--- config.mk ---
export PLATFORM = sky130hd
export DESIGN_NAME = axil_rd_timeout
export DESIGN_NICKNAME = d
export VERILOG_FILES = /design/src/rtl/axil_rd_timeout.sv
export SDC_FILE = /design/constraint.sdc
export NUM_CORES = 1
export LEC_CHECK = 0
export ABC_AREA = 1
export BUFFER_PORTS_ARGS = -buffer_cell sky130_fd_sc_hd__buf_2
export CORE_AREA = 10 10 118 120
export CTS_CLUSTER_SIZE = 20
export DETAILED_ROUTE_END_ITERATION = 10
export DIE_AREA = 0 0 128 130
export PLACE_DENSITY = 0.86
export SETUP_SLACK_MARGIN = 0.3
export SLEW_MARGIN = 20
export SYNTH_ARGS = -nofsm -noshare
export SYNTH_HDL_FRONTEND = slang
export SYNTH_SLANG_ARGS = --single-unit
--- constraint.sdc ---
create_clock -name clk -period 1.7 [get_ports clk]
set_input_delay 0.17 -clock clk [delete_from_list [all_inputs] [get_ports clk]]
set_output_delay 0.17 -clock clk [all_outputs]
set_load 0.02 [all_outputs]
--- src/rtl/axil_rd_timeout.sv ---
// +----------------------------------------------------------------------------+
// | axil_rd_timeout                                                            |
// | AXI4-lite read watchdog: forwards one read at a time, returns an error     |
// | response upstream on timeout and drains the abandoned slave transaction.   |
// | Revision: 1.0                                                              |
// +----------------------------------------------------------------------------+
`default_nettype none

module axil_rd_timeout #(
  parameter int          ADDR_WIDTH     = 32,
  parameter int          DATA_WIDTH     = 32,
  parameter int          TIMEOUT_CYCLES = 1024,
  parameter logic [1:0]  TIMEOUT_RESP   = 2'b10,
  parameter int          CNT_WIDTH      = 16
) (
  input  logic                  clk,
  input  logic                  rst_n,
  input  logic [ADDR_WIDTH-1:0] s_axil_araddr,
  input  logic [2:0]            s_axil_arprot,
  input  logic                  s_axil_arvalid,
  output logic                  s_axil_arready,
  output logic [DATA_WIDTH-1:0] s_axil_rdata,
  output logic [1:0]            s_axil_rresp,
  output logic                  s_axil_rvalid,
  input  logic                  s_axil_rready,
  output logic [ADDR_WIDTH-1:0] m_axil_araddr,
  output logic [2:0]            m_axil_arprot,
  output logic                  m_axil_arvalid,
  input  logic                  m_axil_arready,
  input  logic [DATA_WIDTH-1:0] m_axil_rdata,
  input  logic [1:0]            m_axil_rresp,
  input  logic                  m_axil_rvalid,
  output logic                  m_axil_rready,
  output logic                  timeout_event,
  output logic [CNT_WIDTH-1:0]  timeout_count,
  output logic                  draining
);

  localparam int TIMER_W = (TIMEOUT_CYCLES > 2) ? $clog2(TIMEOUT_CYCLES) : 1;
  localparam logic [TIMER_W-1:0] TIMER_LAST = TIMER_W'(TIMEOUT_CYCLES - 1);

  typedef enum logic [1:0] {
    IDLE  = 2'd0,
    ADDR  = 2'd1,
    DATA  = 2'd2,
    DRAIN = 2'd3
  } state_t;

  state_t             r_state;
  logic [TIMER_W-1:0] r_timer;

  logic w_s_ar_hs;
  logic w_m_ar_hs;
  logic w_m_r_hs;
  logic w_s_r_hs;
  logic w_s_rvalid_hold;
  logic w_at_limit;
  logic w_timeout;

  assign w_s_ar_hs       = s_axil_arvalid && s_axil_arready;
  assign w_m_ar_hs       = m_axil_arvalid && m_axil_arready;
  assign w_m_r_hs        = m_axil_rvalid && m_axil_rready;
  assign w_s_r_hs        = s_axil_rvalid && s_axil_rready;
  assign w_s_rvalid_hold = s_axil_rvalid && !s_axil_rready;
  assign w_at_limit      = (r_timer == TIMER_LAST);

  // A still-unaccepted upstream response cannot be overwritten, so the
  // timeout waits at its limit until that response has been taken.
  assign w_timeout = ((r_state == ADDR) || (r_state == DATA)) && w_at_limit &&
                     !w_m_r_hs && !w_s_rvalid_hold;

  always_ff @(posedge clk or negedge rst_n) begin
    if (!rst_n) begin
      r_state        <= IDLE;
      r_timer        <= '0;
      s_axil_arready <= 1'b0;
      s_axil_rdata   <= '0;
      s_axil_rresp   <= 2'b00;
      s_axil_rvalid  <= 1'b0;
      m_axil_araddr  <= '0;
      m_axil_arprot  <= 3'b000;
      m_axil_arvalid <= 1'b0;
      m_axil_rready  <= 1'b0;
      timeout_event  <= 1'b0;
      timeout_count  <= '0;
      draining       <= 1'b0;
    end else begin
      timeout_event <= 1'b0;
      if (w_s_r_hs) begin
        s_axil_rvalid <= 1'b0;
      end

      if (w_timeout) begin
        s_axil_rvalid <= 1'b1;
        s_axil_rdata  <= '0;
        s_axil_rresp  <= TIMEOUT_RESP;
        timeout_event <= 1'b1;
        if (timeout_count != '1) begin
          timeout_count <= timeout_count + 1'b1;
        end
        draining <= 1'b1;
        r_state  <= DRAIN;
        if (w_m_ar_hs) begin
          m_axil_arvalid <= 1'b0;
          m_axil_rready  <= 1'b1;
        end else if (r_state == DATA) begin
          m_axil_rready <= 1'b1;
        end
      end else begin
        case (r_state)
          IDLE: begin
            if (w_s_ar_hs) begin
              m_axil_araddr  <= s_axil_araddr;
              m_axil_arprot  <= s_axil_arprot;
              m_axil_arvalid <= 1'b1;
              s_axil_arready <= 1'b0;
              r_timer        <= '0;
              r_state        <= ADDR;
            end else begin
              s_axil_arready <= !m_axil_arvalid;
            end
          end
          ADDR: begin
            if (!w_at_limit) begin
              r_timer <= r_timer + 1'b1;
            end
            if (w_m_ar_hs) begin
              m_axil_arvalid <= 1'b0;
              m_axil_rready  <= !w_s_rvalid_hold;
              r_state        <= DATA;
            end
          end
          DATA: begin
            if (w_m_r_hs) begin
              s_axil_rdata   <= m_axil_rdata;
              s_axil_rresp   <= m_axil_rresp;
              s_axil_rvalid  <= 1'b1;
              m_axil_rready  <= 1'b0;
              s_axil_arready <= 1'b1;
              r_state        <= IDLE;
            end else begin
              if (!w_at_limit) begin
                r_timer <= r_timer + 1'b1;
              end
              m_axil_rready <= !w_s_rvalid_hold;
            end
          end
          DRAIN: begin
            if (w_m_ar_hs) begin
              m_axil_arvalid <= 1'b0;
              m_axil_rready  <= 1'b1;
            end
            // The late beat is consumed here and never reaches upstream.
            if (w_m_r_hs) begin
              m_axil_rready  <= 1'b0;
              draining       <= 1'b0;
              s_axil_arready <= 1'b1;
              r_state        <= IDLE;
            end
          end
          default: r_state <= IDLE;
        endcase
      end
    end
  end

endmodule

`default_nettype wire

==> results of run 1 <==
-- power groups by stage --
stage	registers, W	clock network, W	logic [W]
after detailed placement	0.00384	0	0.00505
after global placement	0.00382	0	0.00492
after CTS	0.00382	0.00229	0.00538
after global routing	0.00406	0.00240	0.00675
final	0.00396	0.00224	0.00625
after floorplan	0.00483	0	0.00237
-- sequential cells by signal (all words and copies together) (netlist names) --
signal and cells:
s_axil_rdata 32, m_axil_araddr 32, r_timer 10, s_axil_arready 1, m_axil_rready 1, s_axil_rresp 2, m_axil_arvalid 1, timeout_event 1
draining 1, r_state 2, m_axil_arprot 3, timeout_count 16, s_axil_rvalid 1
-- placed cells by master, fill, tap and decap left out, types with 4 or more instances in the layout --
master,count
buf_4,43
buf_6,10
buf_12,10
nand3_2,6
nand3_1,53
xnor2_1,4
dfrtp_1,101
o21ai_1,7
nor2_4,12
o21ai_2,38
nor2_2,6
nand2_2,21
buf_2,164
nand2_1,96
nor3_1,5
nor2_1,20
inv_1,63
buf_16,4
a21oi_2,16
ha_4,5
nand4_1,11
nand2_4,36
a21oi_1,24
clkbuf_16,17
-- area by class of cell --
cell class                 count  area [um2]  area share
tap                          147         184      0.0234
timing repair buffer         241        1790       0.228
clock inverter                 6        90.1      0.0115
multi-input combinational    387        2700       0.344
clock buffer                  10         229      0.0292
sequential                   103        2580       0.329
inverter                      70         278      0.0354
-- worst max-delay path, stage by stage, from the launching register on --
cell and delay, ns:
dfrtp_1 0.39, ha_4 0.17, nand2_4 0.07, nor2_4 0.14
buf_6 0.12, nand4_4 0.12, nor2_4 0.17, buf_12 0.15
buf_12 0.12, clkbuf_16 0.13, a21oi_1 0.04
-- kinds of logic after synthesis --
kind of cell	share of synthesized area
compound gates	0.114
xor+xnor	0.0169
fa+ha+maj	0.0193
buf+inv	0.0889
flops	0.496
simple gates	0.265
-- path summary, 6_finish.rpt --
path	from	end	slack [ns]	cells after the start
hold reg to reg	s_axil_arready	s_axil_arready	0.49	2
setup / recovery	r_timer[0]	s_axil_rdata[26]	-0.03	10
hold / removal	s_axil_araddr[18]	m_axil_araddr[18]	0.05	3
max in group asynchronous	rst_n	m_axil_arprot[1]	0.77	3
min in group asynchronous	rst_n	timeout_count[9]	0.33	2
setup reg to reg	r_timer[0]	s_axil_rdata[26]	-0.03	10
-- metrics by stage --
stage	util	instances
2_1_floorplan	-	584
3_3_place_gp	0.547	907
3_5_place_dp	0.547	907
4_1_cts	0.604	941
5_1_grt	0.670	964
6_report	0.670	964
-- cell usage after synthesis (all sizes together) --
| master | instances |
|---|---|
| nor2 | 38 |
| and3 | 1 |
| or2 | 2 |
| clkbuf | 6 |
| nor3 | 8 |
| a21boi | 1 |
| nand4 | 12 |
| inv | 70 |
| xnor2 | 7 |
| a21oi | 40 |
| xor2 | 3 |
| nand2 | 154 |
| ha | 8 |
| nand3 | 62 |
| buf | 18 |
| nand3b | 1 |
| o21ai | 49 |
| o21a | 1 |
| dfrtp | 103 |
-- per-layer routing --
| metal | vias to the layer above | GRT usage |
|---|---|---|
| li1 | 2347 | - |
| met1 | 2355 | 0.208 |
| met2 | 168 | 0.280 |
| met3 | 21 | 0.0576 |
| met4 | 0 | 0.0609 |
| met5 | - | 0 |
-- repair_timing --
item | 4_1_cts | 5_1_grt
pin swaps | 15 | 30
hold buffers | 1 | 0
buffers inserted | 14 | 14
gates cloned | 3 | 9
endpoints found under the setup margin | 101 | 103
gates resized for setup | 31 | 104
hold endpoints to repair | 25 | 0
==> run_results.csv, run 1 <==
group,metric,value,unit
place,io_buffer_count,165,
synth,synth_area_per_cell,8.89,um2
pwr,swShare,0.418,
timing,finalCritPeriodShare,1.02,
clock_network,cts.clk_slew.worst_paths,0.08,ns
pwr,combPwrFrac,0.502,
clock_network,cts_made_buffers,9,
synth,yosysTopAreaCellShare,0.496,
pwr,ir_drop,1.01,mV
die,rows,40,
critical_path,required,1.94,ns
critical_path,cp.arrival,1.97,ns
place,gp_congestion,0.843,
timing,layout_setup_ws,-0.0317,ns
timing,relSlewSlack,0.732,
outcome,status,"finished, violations left",
detailed_routing,drt-initial-drc-count,307,
synth,yosysSeqAreaShare,0.496,
die,initial_core_util,0.443,
clock_network,ctsHtreeMaxLevel,3,
cells_and_area,final_area,7850,um2
timing,skew,0.0114,ns
critical_path,critPathKind,"register to register",
grt,grt_pass1_wl,23200,um
pwr,p_total,0.0125,W
detailed_routing,drc,0,
pwr,power_switching,0.00520,W
cells_and_area,diodes,0,
synth,synth.distinct_cells,36,
clock_network,cts_tree,"yes",
synth,yosysWarnings,0,
timing,post-route-min-period,1.73,ns
timing,worstMarginPinSlew,0.402,ns
cells_and_area,fillers,877,
timing,drv_slew,0,
timing,fin_tns_setup,-0.175,ns
place,hpwl,10400,um
detailed_routing,met3WireLength,1110,um
timing,rsz0062_at_grt,"true",
grt,grt_max_degree,38,
die,dieArea,16600,um2
clock_network,clk-insertion-delay-late,0.36,ns
clock_network,cts_buffer_depth,2,
clock_network,cts_root_buf,"clkbuf_16",
place,dpl-instance-area,6400,um2
synth,syn_inst,584,
die,die_h,130,um
clock_network,clock_sinks,103,
detailed_routing,route.antenna.remaining_nets,0,
flow_run,drv_cap,0,
die,die_x,128,um
timing,finalSetupViolCount,10,
die,core_area,11700,um2
outcome,failed_checks,"negative setup slack",
critical_path,critPathCaptureType,"register",
detailed_routing,wl_per_cell,16.6,um
die,ios,166,
synth,synth_top_cell_by_area,"dfrtp_1",
grt,grt_util_all_layers,0.172,
timing,fmaxAchievable,0.577,GHz
pwr,power_per_cell_area,1590,nW/um2
detailed_routing,dr.pass1.iters,5,
cells_and_area,area_delta_synth_final,51.2,%
place,pre_cts_ws,-0.0284,ns
grt,antenna_found_initial,0,
detailed_routing,m1WireLength,6230,um
detailed_routing,wirelength,16000,um
grt,grt.overflow.total,0,
synth,synthTopCellsByArea,"dfrtp_1, nand2_1, o21ai_2, nand3_1, inv_1",
timing,finalHoldViolCount,0,
pwr,seqPwrFrac,0.318,
pwr,clock_power_share,0.180,
pwr,p_leak,4.05,nW
pwr,p_int,0.00725,W
synth,syn_area,5190,um2
detailed_routing,vias,4891,
timing,fin_hold_ws,0.0467,ns
worst_hold_path,min_path_type,"input pin to register",
cells_and_area,drive_gt1_frac,0.515,
detailed_routing,routed.top_layer,"met4",
critical_path,crit_fanout,4,
synth,ys_seq_elements,103,
detailed_routing,vias_per_cell,5.07,
synth,synth_nets,667,
critical_path,cp-start-kind,"register",
cells_and_area,final_net_count,895,
grt,first_global_vias,4708,
detailed_routing,wl_met2,8440,um
Power figures use the tool's default switching activity.
==> run 2, diff against run 1 <==
Settings changed: CORE_AREA 10 10 118 120 to 2 2 110 112, DIE_AREA 0 0 128 130 to 0 0 112 114, GPL_TIMING_DRIVEN set to 0.
==> run 2 against run 1 <==
The flow still finishes with violations (negative setup slack). Core utilization is 1.8 points lower. Clock-buffer cell count rose by 2. Cell area shrank 2.6%. Global-route usage is 5.0 points higher. First-iteration DRC count up 9.8%. Power is 0.15% higher. Critical path depth did not move. Maximum frequency is 1.4% lower. Clock skew down 0.0029 ns. Sequential share of layout area up 0.94 points. Cell count is 0.41% lower. Worst setup slack worse by 0.024 ns. Critical path type unchanged. Largest cell class unchanged. Largest power group unchanged.
==> run_results.csv, run 2 (synthesis results as in run 1) <==
group,metric,value,unit
outcome,status,"finished, violations left",
outcome,failed_checks,"negative setup slack",
timing,skew,0.00847,ns
detailed_routing,dr.pass1.iters,5,
cells_and_area,final_net_count,891,
flow_run,drv_cap,0,
cells_and_area,multiInputGateArea,2590,um2
grt,grt_util_all_layers,0.221,
critical_path,required,1.94,ns
die,die_x,112,um
timing,worstMarginPinSlew,0.476,ns
critical_path,crit_top_cell,"inv_4",
grt,grt_max_degree,66,
clock_network,clock_sinks,103,
pwr,ir_drop,1.03,mV
die,initial_core_util,0.443,
critical_path,critPathKind,"register to register",
timing,finalHoldViolCount,0,
cells_and_area,mostFrequentLayoutCells,"buf_2, dfrtp_1, nand2_1",
grt,first_global_vias,4792,
pwr,p_leak,3.97,nW
timing,fmaxAchievable,0.570,GHz
cells_and_area,register_area,2580,um2
clock_network,clk-insertion-delay-late,0.35,ns
detailed_routing,wirelength,15700,um
critical_path,slowest_delay,0.43,ns
detailed_routing,wl_per_cell,16.3,um
timing,finalCritPeriodShare,1.03,
critical_path,crit_fanout,5,
clock_network,cts_tree,"yes",
timing,rsz0062_at_grt,"true",
clock_network,ctsHtreeMaxLevel,3,
place,gp_congestion,0.842,
detailed_routing,drt-initial-drc-count,337,
timing,relSlewSlack,0.683,
die,dieArea,12800,um2
cells_and_area,reg_top3,"m_axil_araddr (32), s_axil_rdata (32), timeout_count (16)",
die,rows,40,
die,core_area,11700,um2
cells_and_area,area_delta_synth_final,47.2,%
critical_path,worstPathCellList,"inv_4 -> ha_4 -> nand2_4 -> inv_4 -> nand4_4 -> nor2_4 -> buf_12 -> nand2_8 -> o21ai_1 -> nand2_1",
timing,drv_slew,0,
die,die_h,114,um
place,io_buffer_count,165,
detailed_routing,drc,0,
die,ios,166,
clock_network,cts_made_buffers,9,
grt,grt.overflow.total,0,
detailed_routing,route.antenna.remaining_nets,0,
pwr,power_per_cell_area,1630,nW/um2
place,pre_cts_ws,-0.188,ns
timing,finalSetupViolCount,39,
pwr,p_total,0.0125,W
cells_and_area,diodes,0,
critical_path,cp-start-kind,"register",
critical_path,cp.arrival,1.99,ns
clock_network,cts.clk_slew.worst_paths,0.07,ns
grt,grt_pass1_wl,22700,um
grt,antenna_found_initial,0,
timing,post-route-min-period,1.76,ns
cells_and_area,final-instance-count-excl-fill,960,
clock_network,cts_buffer_depth,2,
place,hpwl,9050,um
clock_network,cts_root_buf,"clkbuf_16",
detailed_routing,vias_per_cell,5.19,
detailed_routing,vias,4985,
critical_path,slowest_stage,"dfrtp_2",
critical_path,critPathCaptureType,"register",
cells_and_area,fillers,886,
cells_and_area,drive_gt1_frac,0.491,
timing,layout_setup_ws,-0.0557,ns
place,placed_cells,897,
cells_and_area,final_common_cell,"buf_2",
worst_hold_path,min_path_type,"input pin to register",
-- run 2: changes by cell type in the layout (fill, tap and decap cells not counted), moves of 3 or more --
| cell | before | now |
|---|---|---|
| dfrtp_2 | 2 | 5 |
| a21oi_2 | 16 | 3 |
| clkbuf_2 | 0 | 3 |
| buf_12 | 10 | 13 |
| nand2_1 | 96 | 92 |
| dfrtp_1 | 101 | 98 |
| buf_4 | 43 | 33 |
| clkbuf_1 | 1 | 4 |
| nand2_2 | 21 | 25 |
| clkbuf_16 | 17 | 14 |
| a21oi_1 | 24 | 36 |
-- run 2: power by group --
group	switching (W)	internal, W
Clock	0.000940	0.00123
Sequential	0.000690	0.00330
Combinational	0.00358	0.00273
Total	0.00521	0.00726
-- run 2: path summary, 6_finish.rpt --
| kind | startpoint | to | slack (ns) | cells after the start |
|---|---|---|---|---|
| setup reg to reg | r_state[1] | timeout_count[5] | -0.06 | 10 |
| max in group asynchronous | rst_n | s_axil_rdata[8] | 0.75 | 3 |
| setup / recovery | r_state[1] | timeout_count[5] | -0.06 | 10 |
| hold / removal | s_axil_araddr[26] | m_axil_araddr[26] | 0.05 | 3 |
| min in group asynchronous | rst_n | timeout_count[7] | 0.30 | 2 |
| hold reg to reg | m_axil_araddr[14] | m_axil_araddr[14] | 0.49 | 2 |
-- run 2: cell type report --
class,instances,share of cell area
inverter,70,0.0373
sequential,103,0.338
multi-input combinational,387,0.339
clock buffer,12,0.0336
timing repair buffer,213,0.184
clock inverter,4,0.00688
buffer,24,0.0370
tap,147,0.0241
-- run 2: layer usage --
metal / share of wire / track usage
met3: 0.058 / 0.0521
met4: 0.030 / 0.0992
met2: 0.53 / 0.385
met5: 0 / 0
met1: 0.39 / 0.263
-- run 2: worst max-delay path: cells and delay by family, from the launching register on --
| family | cells | cell delay [ns] |
|---|---|---|
| AO/OA/AOI/OAI | 1 | 0.15 |
| adder cells (fa/ha/maj) | 1 | 0.30 |
| flip-flops | 1 | 0.43 |
| buffers and inverters | 3 | 0.28 |
| AND/OR/NAND/NOR | 5 | 0.48 |
-- run 2: timing repair --
item                                    CTS  global route
hold endpoints to repair                 38             0
hold buffers                              1             0
gates cloned                              1             5
endpoints found under the setup margin  103           103
resized for setup                        41            86
pin swaps                                17            23
setup buffers                            27            13
-- run 2: per-stage QoR --
| stage | util | cell area [um2] | hold WS (ns) | TNS [ns] |
|---|---|---|---|---|
| after CTS | 0.604 | 7070 | 0.0420 | 0 |
| after global placement | 0.536 | 6280 | 0.420 | -81.41 |
| after floorplan | - | 5270 | -0.126 | 0 |
| final | 0.653 | 7640 | 0.0472 | -0.624 |
| after global routing | 0.653 | 7640 | 0.0452 | -4.96 |
| after detailed placement | 0.539 | 6320 | 0.111 | -12.48 |
